### config.mk
export PLATFORM = sky130hd
export DESIGN_NAME = frame_feeder
export DESIGN_NICKNAME = d
export VERILOG_FILES = /design/src/rtl/frame_feeder_pkg.sv /design/src/rtl/sync_fifo.sv /design/src/rtl/frame_feeder.sv
export SDC_FILE = /design/constraint.sdc
export NUM_CORES = 1
export LEC_CHECK = 0
export ABC_AREA = 0
export CORE_AREA = 10 10 205 351
export DETAILED_ROUTE_END_ITERATION = 8
export DIE_AREA = 0 0 215 361
export PLACE_DENSITY = 0.88
export SETUP_SLACK_MARGIN = 0.3
export SYNTH_ARGS = -nofsm -noshare
export SYNTH_HDL_FRONTEND = slang
export SYNTH_SLANG_ARGS = --single-unit
### constraint.sdc
create_clock -name clk -period 5.52 [get_ports clk]
set_clock_uncertainty 0.05 [all_clocks]
set_input_delay 1.104 -clock clk [delete_from_list [all_inputs] [get_ports clk]]
set_output_delay 1.104 -clock clk [all_outputs]
set_load 0.005 [all_outputs]
### src/rtl/frame_feeder_pkg.sv
// Shared constants and types for the TAS frame feeder.
// Idle byte, default latch synchroniser depth, latch event bundle.
package frame_feeder_pkg;

  localparam logic [7:0] IDLE_BYTE = 8'hFF;
  localparam int SYNC_DEFAULT = 2;

  typedef struct packed {
    logic rise;
    logic fall;
  } latch_ev_t;

endpackage

### src/rtl/sync_fifo.sv
// Show-ahead synchronous FIFO with clear and occupancy level.
// Ports: clk, rst_n, clr, wr_en/wr_data, rd_en/rd_data, full, empty, level.
module sync_fifo #(
  parameter int WIDTH = 16,
  parameter int DEPTH = 64
) (
  input  logic                     clk,
  input  logic                     rst_n,
  input  logic                     clr,
  input  logic                     wr_en,
  input  logic [WIDTH-1:0]         wr_data,
  input  logic                     rd_en,
  output logic [WIDTH-1:0]         rd_data,
  output logic                     full,
  output logic                     empty,
  output logic [$clog2(DEPTH):0]   level
);

  localparam int AW = $clog2(DEPTH);

  logic [WIDTH-1:0] mem [DEPTH];
  logic [AW:0]      wr_ptr;
  logic [AW:0]      rd_ptr;
  logic             wr_ok;
  logic             rd_ok;

  // Extra pointer MSB tells full from empty when the indices match.
  assign empty = (wr_ptr == rd_ptr);
  assign full  = (wr_ptr[AW] != rd_ptr[AW]) &&
                 (wr_ptr[AW-1:0] == rd_ptr[AW-1:0]);
  assign level = wr_ptr - rd_ptr;

  assign wr_ok = wr_en & ~full & ~clr;
  assign rd_ok = rd_en & ~empty & ~clr;

  assign rd_data = mem[rd_ptr[AW-1:0]];

  always_ff @(posedge clk) begin
    if (wr_ok) mem[wr_ptr[AW-1:0]] <= wr_data;
  end

  always_ff @(posedge clk or negedge rst_n) begin
    if (!rst_n) begin
      wr_ptr <= '0;
      rd_ptr <= '0;
    end else if (clr) begin
      wr_ptr <= '0;
      rd_ptr <= '0;
    end else begin
      if (wr_ok) wr_ptr <= wr_ptr + 1'b1;
      if (rd_ok) rd_ptr <= rd_ptr + 1'b1;
    end
  end

endmodule

### src/rtl/frame_feeder.sv
// Packs host bytes into frames, queues them, presents one per latch.
// Ports: host byte handshake, flush, async latch_in, next_frame, status.
module frame_feeder
  import frame_feeder_pkg::*;
#(
  parameter int FRAME_BITS  = 16,
  parameter int DEPTH       = 64,
  parameter int SYNC_STAGES = SYNC_DEFAULT
) (
  input  logic                   clk,
  input  logic                   rst_n,
  input  logic [7:0]             host_data,
  input  logic                   host_valid,
  output logic                   host_ready,
  input  logic                   flush,
  input  logic                   latch_in,
  output logic [FRAME_BITS-1:0]  next_frame,
  output logic [$clog2(DEPTH):0] level,
  output logic                   underflow,
  output logic [15:0]            latch_count
);

  localparam int NB = FRAME_BITS / 8;
  localparam int CW = (NB > 1) ? $clog2(NB) : 1;
  localparam logic [FRAME_BITS-1:0] IDLE = {NB{IDLE_BYTE}};

  logic [SYNC_STAGES-1:0] sync_q;
  logic                   prev_q;
  logic                   latch_s;
  latch_ev_t              ev;

  logic [FRAME_BITS-1:0]  acc;
  logic [FRAME_BITS-1:0]  frame_w;
  logic [CW-1:0]          cnt;
  logic                   accept;
  logic                   last;

  logic                   primed;
  logic                   full;
  logic                   empty;
  logic                   wr_en;
  logic                   rd_en;
  logic                   pop_fall;
  logic                   prime;
  logic [FRAME_BITS-1:0]  rd_data;

  assign latch_s = sync_q[SYNC_STAGES-1];

  always_ff @(posedge clk or negedge rst_n) begin
    if (!rst_n) begin
      sync_q <= '0;
      prev_q <= 1'b0;
    end else begin
      sync_q <= {sync_q[SYNC_STAGES-2:0], latch_in};
      prev_q <= latch_s;
    end
  end

  always_comb begin
    ev = '0;
    ev.rise = latch_s & ~prev_q;
    ev.fall = ~latch_s & prev_q;
  end

  assign host_ready = ~full;
  assign accept = host_valid & ~full & ~flush;
  assign last = (cnt == CW'(NB - 1));
  assign frame_w = (acc << 8) | FRAME_BITS'(host_data);
  assign wr_en = accept & last;

  always_ff @(posedge clk or negedge rst_n) begin
    if (!rst_n) begin
      acc <= '0;
      cnt <= '0;
    end else if (flush) begin
      acc <= '0;
      cnt <= '0;
    end else if (accept) begin
      acc <= frame_w;
      cnt <= last ? '0 : cnt + 1'b1;
    end
  end

  // Priming waits for latch low so the frame never moves mid-latch.
  assign pop_fall = ev.fall & primed & ~empty;
  assign prime    = ~primed & ~empty & ~latch_s;
  assign rd_en    = ~flush & (pop_fall | prime);

  sync_fifo #(
    .WIDTH (FRAME_BITS),
    .DEPTH (DEPTH)
  ) u_fifo (
    .clk     (clk),
    .rst_n   (rst_n),
    .clr     (flush),
    .wr_en   (wr_en),
    .wr_data (frame_w),
    .rd_en   (rd_en),
    .rd_data (rd_data),
    .full    (full),
    .empty   (empty),
    .level   (level)
  );

  always_ff @(posedge clk or negedge rst_n) begin
    if (!rst_n) begin
      next_frame  <= IDLE;
      primed      <= 1'b0;
      underflow   <= 1'b0;
      latch_count <= '0;
    end else if (flush) begin
      next_frame  <= IDLE;
      primed      <= 1'b0;
      underflow   <= 1'b0;
      latch_count <= '0;
    end else begin
      if (ev.rise) latch_count <= latch_count + 16'd1;
      if (rd_en) begin
        next_frame <= rd_data;
        primed     <= 1'b1;
      end else if (ev.fall & primed) begin
        next_frame <= IDLE;
        underflow  <= 1'b1;
      end
    end
  end

endmodule

== Yosys cells after proc, flatten, opt, wreduce, memory -nomap -nowiden ==
Memories as Yosys holds them, arrays and structs flattened.
Index checks and enable logic that the tools add are counted.

* Add/subtract/negate cells: 5
* $mul: 0
* Divide/modulo/power cells: 0
* Magnitude comparators: 0
* Eq/ne operators: 4
* Shifts and indexed selects: 0
* Muxes and demuxes: 21
* Bitwise logic cells: 22
* Reductions and logical operators: 9

{| class="wikitable"
|+ Operators by type and width
! cell !! number
|-
| $mux W16 || 5
|-
| $mux W7 || 4
|-
| $add A16 B1 Y16 const B || 1
|-
| $mux W8 || 2
|-
| $or A16 B8 Y16 || 1
|-
| $add A7 B1 Y7 const B || 2
|-
| $and A1 B1 Y1 || 14
|-
| $reduce_bool A2 Y1 || 6
|-
| $mux W1 || 10
|-
| $eq A7 B7 Y1 || 1
|-
| $sub A7 B7 Y7 || 1
|-
| $eq A6 B6 Y1 || 1
|-
| $not A1 Y1 || 6
|-
| $reduce_bool A3 Y1 || 1
|-
| $ne A2 B2 Y1 const B || 1
|-
| $reduce_and A2 Y1 || 1
|-
| $add A1 B1 Y1 const B || 1
|-
| $logic_and A1 B1 Y1 || 1
|-
| $ne A1 B1 Y1 || 1
|-
| $or A1 B1 Y1 || 1
|}

* Flip-flop bits (word level): 60
* Latch bits: 0
* Bits in writable memories: 1024
* Bits in read-only memories: 0
* Bits of input ports: 13
* Logic and storage cells: 72
* Memories kept: 1

{| class="wikitable"
|+ Memories
! memory !! words !! bits a word !! rd ports !! clocked after Yosys merged registers in !! write ports !! line !! text
|-
| u_fifo.mem || 64 || 16 || 1 || 0 || 1 || sync_fifo.sv:21 || <nowiki>logic [WIDTH-1:0] mem [DEPTH];</nowiki>
|}

== Depth between registers and ports, before layout ==
Gate-level depths: netlist of run 1.

* Depth in word-level cells: 10
* Mapped depth: 14
* Gate-level depth less buffers: 9

== Modules after synthesis ==
A second synthesis of run 1 with hierarchy kept.

* Cells, all modules: 2055
* Area, all modules: 42259.3 um2

{| class="wikitable"
|+ Modules (own cells, without submodules)
! module !! instances !! cells an instance !! area each (um2)
|-
| sync_fifo || 1 || 1881 || 40346.2
|-
| frame_feeder || 1 || 174 || 1913.1
|}

== Least setup slack after synthesis of run 1 ==
OpenSTA, ideal clock, no wires.

* Path type: register -> register
* Start point: register u_fifo.rd_ptr[2]
* End point: memory u_fifo.mem[59][0], enable pin
* Library setup time: 0.389 ns
* Data arrival time: 3.246 ns
* Data required time: 5.081 ns
* Setup slack: 1.836 ns
* Cell stages (with the launch flop): 14
* Path through: dfrtp_1 > buf_4 > buf_4 > inv_2 > clkbuf_1 > buf_2 > ha_1 > nand2_1 > o31ai_1 > nor2_1 > nand2_1 > or3_1 > clkbuf_1 > nor2_1

* Word-level cells in the longest chain between the ends: 10

{| class="wikitable"
|+ Ends and longest elaborated chain
! element !! line !! text
|-
| from (decl) || sync_fifo.sv:23 || <nowiki>logic [AW:0] rd_ptr;</nowiki>
|-
| from (signal assigned) || sync_fifo.sv:51 || <nowiki>if (rd_ok) rd_ptr <= rd_ptr + 1'b1;</nowiki>
|-
| $eq A6 B6 Y1 (*) || sync_fifo.sv:30 || <nowiki>(wr_ptr[AW-1:0] == rd_ptr[AW-1:0]);</nowiki>
|-
| $logic_and A1 B1 Y1 (*) || sync_fifo.sv:29 || <nowiki>assign full = (wr_ptr[AW] != rd_ptr[AW]) &&</nowiki>
|-
| $not A1 Y1 (*) || sync_fifo.sv:33, frame_feeder.sv:66 ||
|-
| $and A1 B1 Y1 (2 in series) || frame_feeder.sv:66 || <nowiki>assign accept = host_valid & ~full & ~flush;</nowiki>
|-
| $and A1 B1 Y1 || frame_feeder.sv:69 || <nowiki>assign wr_en = accept & last;</nowiki>
|-
| $and A1 B1 Y1 (*) (2 in series) || sync_fifo.sv:33 || <nowiki>assign wr_ok = wr_en & ~full & ~clr;</nowiki>
|-
| $mux W1 (*) || sync_fifo.sv:39 || <nowiki>if (wr_ok) mem[wr_ptr[AW-1:0]] <= wr_data;</nowiki>
|-
| $mux W1 (implied by the code) (*) || sync_fifo.sv:39 ||
|-
| to (decl) || sync_fifo.sv:21 ||
|}

Mark *: on every way between the ends. The rest lies on a longest branch, timed or not.

== Final worst setup path of run 1 ==
* Start point: register u_fifo.rd_ptr[0]
* End point: output port level[6]

* Word-level cells in the longest chain between the ends: 1

{| class="wikitable"
|+ Ends and longest elaborated chain
! element !! line !! text
|-
| $sub A7 B7 Y7 || sync_fifo.sv:31 || <nowiki>assign level = wr_ptr - rd_ptr;</nowiki>
|-
| to (decl) || frame_feeder.sv:18 || <nowiki>output logic [$clog2(DEPTH):0] level,</nowiki>
|}

No other way between the ends.

==> out/results.tsv, run 1 <==
metric	value	unit
status	finished with violations	
failed_checks	design-rule violations	
yosys-top-cells-area	edfxtp_1 73%, mux4_2 9.2%, mux2i_1 3.7%, dfrtp_1 2.6%, nor2_1 1.2%	
cts_resized	0	
path_class	flip-flop to output port	
core	66200	um^2
routedWlPerCell	37.9	um
finalInstanceArea	46800	um^2
drive_gt1_share	19.6	%
synth_edf_count	1024	
area_growth_syn_to_layout	10.5	%
clock_latency	0.67	ns
pin_count	54	
num_rows	125	
p_leak	0.0146	uW
place_congestion	1.01	
vias_per_cell	7.41	
clock-root-buffer	clkbuf_16	
critPathRequiredTime	4.37	ns
yosys.area.top_type_share	72.6	%
dp_hpwl	69.0	mm
synth_most_common_cell	edfxtp_1	
period_minus_slack	4.96	ns
io_buffer_count	53	
nFillCells	3494	
cp-start-kind	flip-flop	
layout_setup_ws	0.559	ns
crit_start	u_fifo.rd_ptr[0]$_DFFE_PN0P_	
worst_ep_arrival_time	3.81	ns
die_w	215	um
min_path_type	flip-flop to flip-flop	
htreeDepth	3	
end_kind	output port	
syn_nets	2169	
grt_max_degree	119	
ff2ff_setup_slack	1.05	ns
r2r_cells	6	
synth_top_area_cell	edfxtp_1	
maxSlewViolCount	0	
clk_pin_slew	0.07	ns
seq_area_frac_synth	76.2	%
die_h	361	um
rsz0062_at_grt	no	
ys_top_cells_by_count	1024 x edfxtp_1, 174 x mux4_2, 158 x mux2i_1	
dieArea	77600	um^2
first_pass_iters	9	
route.detailed.drc	3	
clock_path_buffers	3	
worstHoldPathCells	0	
fin_crit_sh	89.9	%
ys_ff_latch	1084	
via_count	23958	
cts_num_sinks	1084	
hold_start	sync_q[0]$_DFF_PN0_	
yosysWarningCount	0	
ctsHoldBuffers	0	
ys_types	66	
maxCapViolations	0	
finalSetupTns	0	ns
ys_async_sr_fraction	5.54	%
path_max_fanout	35	
r2r-start	u_fifo.rd_ptr[0]$_DFFE_PN0P_	
dp_cells	3077	
max-vdd-ir-drop	0.232	mV
synth_ff_type	edfxtp_1	
min_delay_worst_endpoint	sync_q[1]$_DFF_PN0_	
worst_pin_slew	1.41	ns
pre_cts_ws	1.39	ns
ant_nets	0	
numCtsBuffers	85	
antenna_found_initial	6	
place_area	44100	um^2
setup_viol	0	
synth_area_per_cell	19.7	um^2
initial_utilization	64.1	%
final_nets	2298	
first_global_vias	24159	
synth_cells	2146	
final_hold_viol_count	0	
power.density	359	nW/um^2
totalWireLength	123	mm
grt_pass1_wl	176	mm
grtUsageTotal	31.7	%
netlist_area	42400	um^2
r2r-end	next_frame[14]$_DFFE_PN1P_	
overflow	0	
max_freq	0.202	GHz
final_cells	3232	
drtIter0Drc	4525	
tritoncts	yes	
slew_headroom	6.20	%
cts_setup_buffers	0	
## logic make-up (layout without fill, tap and decap cells)
family	after synthesis	in the layout	synth area share, %
other cells	0	1	0
flops	1084	1084	76.2
buf+inv	131	327	1.95
xor+xnor	31	31	0.658
compound gates	259	259	4.37
fa+ha+maj	10	10	0.313
simple gates	285	285	2.99
mux	346	346	13.6
## cell type report
type                       instances  area (um^2)  area share, %
antenna                            1         2.50        0.00534
clock buffer                     106         2260           4.82
clock inverter                    48          513           1.10
inverter                          15         56.3          0.120
multi-input combinational        931         9300           19.9
sequential                      1084        32300           68.9
tap                              889         1110           2.37
timing repair buffer             158         1310           2.80
## layout by cell type (no fill, tap or decap), types with 9 or more instances in the layout
cell type	netlist	final
clkdlybuf4s50_1	0	44
xor2_1	15	15
nand2_1	64	64
nor3_1	9	9
dfrtp_1	44	33
ha_1	9	9
o21ai_0	13	13
o32a_1	11	11
a211oi_1	19	19
o22ai_1	34	34
clkbuf_1	42	18
nor2_1	139	136
edfxtp_1	1024	1024
a31oi_1	10	10
dfstp_2	16	16
o221ai_1	13	13
nand3_1	20	20
xnor2_1	15	15
buf_4	13	102
bufinv_16	0	11
a22oi_1	53	53
clkinv_2	0	12
a21oi_1	55	55
mux2i_1	158	158
clkinv_1	1	20
inv_1	11	11
clkbuf_16	0	87
buf_2	27	9
mux4_2	174	174
## how the worst max path moves through the flow
stage / to / slack [ns]
after floorplan: u_fifo.mem[59][0]$_DFFE_PP_ / 1.84
after global placement: level[6] / 1.34
after detailed placement: level[6] / 1.39
after CTS: level[6] / 0.67
after global routing: level[6] / 0.45
final: level[6] / 0.56
## per-stage QoR
stage	hold slack [ns]	util (%)	power, uW
after global routing	0.315	70.8	17100
after CTS	0.313	70.8	16800
final	0.309	70.8	16800
after detailed placement	0.293	66.6	10600
after global placement	0.294	66.6	10600
after floorplan	0.281	-	10200
## sequential cells by signal, summed over array words and instances (netlist names)
name and flops:
sync_q 2, acc 8, u_fifo.rd_ptr 7, underflow 1
u_fifo.wr_ptr 7, prev_q 1, primed 1, u_fifo.mem 1024
next_frame 16, latch_count 16, cnt 1
## worst max-delay path: stages (launching register included)
cell	delay, ns
dfrtp_4	0.74
ha_1	0.36
fa_1	0.41
inv_1	0.09
a21o_1	0.13
a21oi_1	0.10
o21bai_1	0.16
a21oi_1	0.12
xnor2_1	0.42
clkdlybuf4s50_1	0.61
## per-layer routing
| layer | track usage [%] | share of wire, % |
|---|---|---|
| met5 | 0.126 | 0.033 |
| met4 | 23.4 | 9.4 |
| met3 | 8.97 | 12 |
| met2 | 51.4 | 49 |
| met1 | 35.7 | 30 |
## power by group
part | total, uW | internal (uW) | leakage [uW] | switching [uW]
sequential | 9140 | 9030 | 0.00994 | 110
clock | 6290 | 3430 | 0.00136 | 2860
combinational | 1380 | 599 | 0.00326 | 784
Power figures use the tool's default switching activity.
==> run 2: changes to the inputs <==
CORE_AREA = 5 5 200 346   (was 10 10 205 351)
CTS_CLUSTER_SIZE = 30   (was unset)
DIE_AREA = 0 0 205 351   (was 0 0 215 361)
==> run 2 against run 1 <==
Against the previous run:
- the run still ends with design-rule violations left
- sequential power decreased by 0.4%
- combinational power about the same
- power up 0.17%
- largest power group unchanged
==> out/results.tsv, run 2 (same netlist as run 1, synthesis figures left out) <==
metric	value	unit
vias_per_cell	7.25	
grtUsageTotal	33.1	%
first_pass_iters	9	
antenna_found_initial	3	
cp-start-kind	flip-flop	
layout_common_cells	1024 x edfxtp_1, 174 x mux4_2, 158 x mux2i_1	
place_area	44100	um^2
cts_setup_buffers	0	
max-vdd-ir-drop	0.217	mV
multi_input_area	9300	um^2
clk_pin_slew	0.07	ns
numCtsBuffers	87	
holdWs	0.307	ns
ff2ff_setup_slack	1.05	ns
crit_start	u_fifo.rd_ptr[2]$_DFFE_PN0P_	
num_rows	125	
routedWlPerCell	36.4	um
ctsHoldBuffers	0	
tritoncts	yes	
path_max_fanout	26	
slew_headroom	12.8	%
maxCapViolations	0	
first_global_vias	23287	
failed_checks	design-rule violations	
drive_gt1_share	20.0	%
ant_nets	0	
worstHoldPathCells	0	
initial_utilization	64.1	%
worst_pin_slew	1.31	ns
grt_pass1_wl	167	mm
r2r-end	next_frame[9]$_DFFE_PN1P_	
finalInstanceArea	46900	um^2
dieArea	72000	um^2
io_buffer_count	53	
clock_latency	0.67	ns
finalSetupTns	0	ns
final_hold_viol_count	0	
cts_num_sinks	1084	
critPathRequiredTime	4.37	ns
fin_crit_sh	92.8	%
largest_reg_flops	1024	
die_h	351	um
maxSlewViolCount	0	
power.density	359	nW/um^2
die_w	205	um
seqCellArea	32300	um^2
route.detailed.drc	3	
path_class	flip-flop to output port	
end_kind	output port	
p_leak	0.0146	uW
drtIter0Drc	4105	
period_minus_slack	5.12	ns
cts_resized	0	
status	finished with violations	
area_growth_syn_to_layout	10.7	%
worst_ep_arrival_time	3.97	ns
clock-root-buffer	clkbuf_16	
core	66200	um^2
final_common_cell	edfxtp_1	
max_freq	0.195	GHz
grt_max_degree	118	
dp_hpwl	68.8	mm
clock_path_buffers	3	
overflow	0	
final_nets	2301	
via_count	23468	
min_path_type	flip-flop to flip-flop	
crit_end	level[6]	
setup_viol	0	
htreeDepth	3	
nFillCells	3598	
r2r_cells	6	
place_congestion	1.03	
pin_count	54	
rsz0062_at_grt	no	
r2r-start	u_fifo.rd_ptr[2]$_DFFE_PN0P_	
totalWireLength	118	mm
## run 2: cell types whose count changed in the layout (fill, tap and decap cells not counted), moves of 2 or more
cell / delta
buf_4: +2
clkinvlp_4: +2
clkinv_1: -7
clkbuf_16: +3
clkinv_4: +4
clkbuf_1: +5
bufinv_16: -2
## run 2: worst min path at each step
stage	endpoint	slack (ns)	startpoint
6_report	sync_q[1]$_DFF_PN0_	0.31	sync_q[0]$_DFF_PN0_
4_1_cts	sync_q[1]$_DFF_PN0_	0.31	sync_q[0]$_DFF_PN0_
5_1_grt	sync_q[1]$_DFF_PN0_	0.32	sync_q[0]$_DFF_PN0_
3_5_place_dp	sync_q[1]$_DFF_PN0_	0.29	sync_q[0]$_DFF_PN0_
3_3_place_gp	sync_q[1]$_DFF_PN0_	0.29	sync_q[0]$_DFF_PN0_
2_1_floorplan	sync_q[1]$_DFF_PN0_	0.28	sync_q[0]$_DFF_PN0_
## run 2: worst max-delay path: stages, from the launching register on
cell	delay, ns
dfrtp_4	0.65
inv_2	0.57
ha_1	0.41
a21o_1	0.20
a21oi_1	0.22
o21bai_1	0.12
a21oi_1	0.21
xnor2_1	0.28
clkdlybuf4s50_1	0.62
## run 2: stage by stage
step | utilization (%) | setup slack, ns | std cells | power, uW
floorplan | - | 1.84 | 2146 | 10200
CTS | 70.9 | 0.527 | 3237 | 16800
global placement | 66.6 | 1.25 | 3078 | 10600
finish | 70.9 | 0.399 | 3239 | 16800
global route | 70.9 | 0.395 | 3237 | 17300
detailed placement | 66.6 | 1.21 | 3078 | 10600
## run 2: where the power goes
part | switching (uW) | internal [uW] | leakage [uW]
combinational | 817 | 596 | 0.00326
sequential | 73.0 | 9030 | 0.00994
clock | 2880 | 3450 | 0.00138
total | 3760 | 13100 | 0.0146
## run 2: layer usage
layer  track usage [%]  up-vias  routed length (um)  part of all wire [%]
met5                 0        -                   0                     0
met1              39.4    11670               35400                    30
met2              53.9     2222               58000                    49
li1                  -     9023                   -                     -
met4              23.9        0               11100                   9.4
met3              6.85      553               13400                    11
## run 2: area by class of cell
cell class / count / area share, %
diodes: 2 / 0.0107
clock inverters: 45 / 1.03
well taps: 889 / 2.37
inverters: 15 / 0.120
flip-flops and latches: 1084 / 68.8
repair buffers: 159 / 2.78
clock buffers: 114 / 5.02
multi-input cells: 931 / 19.8
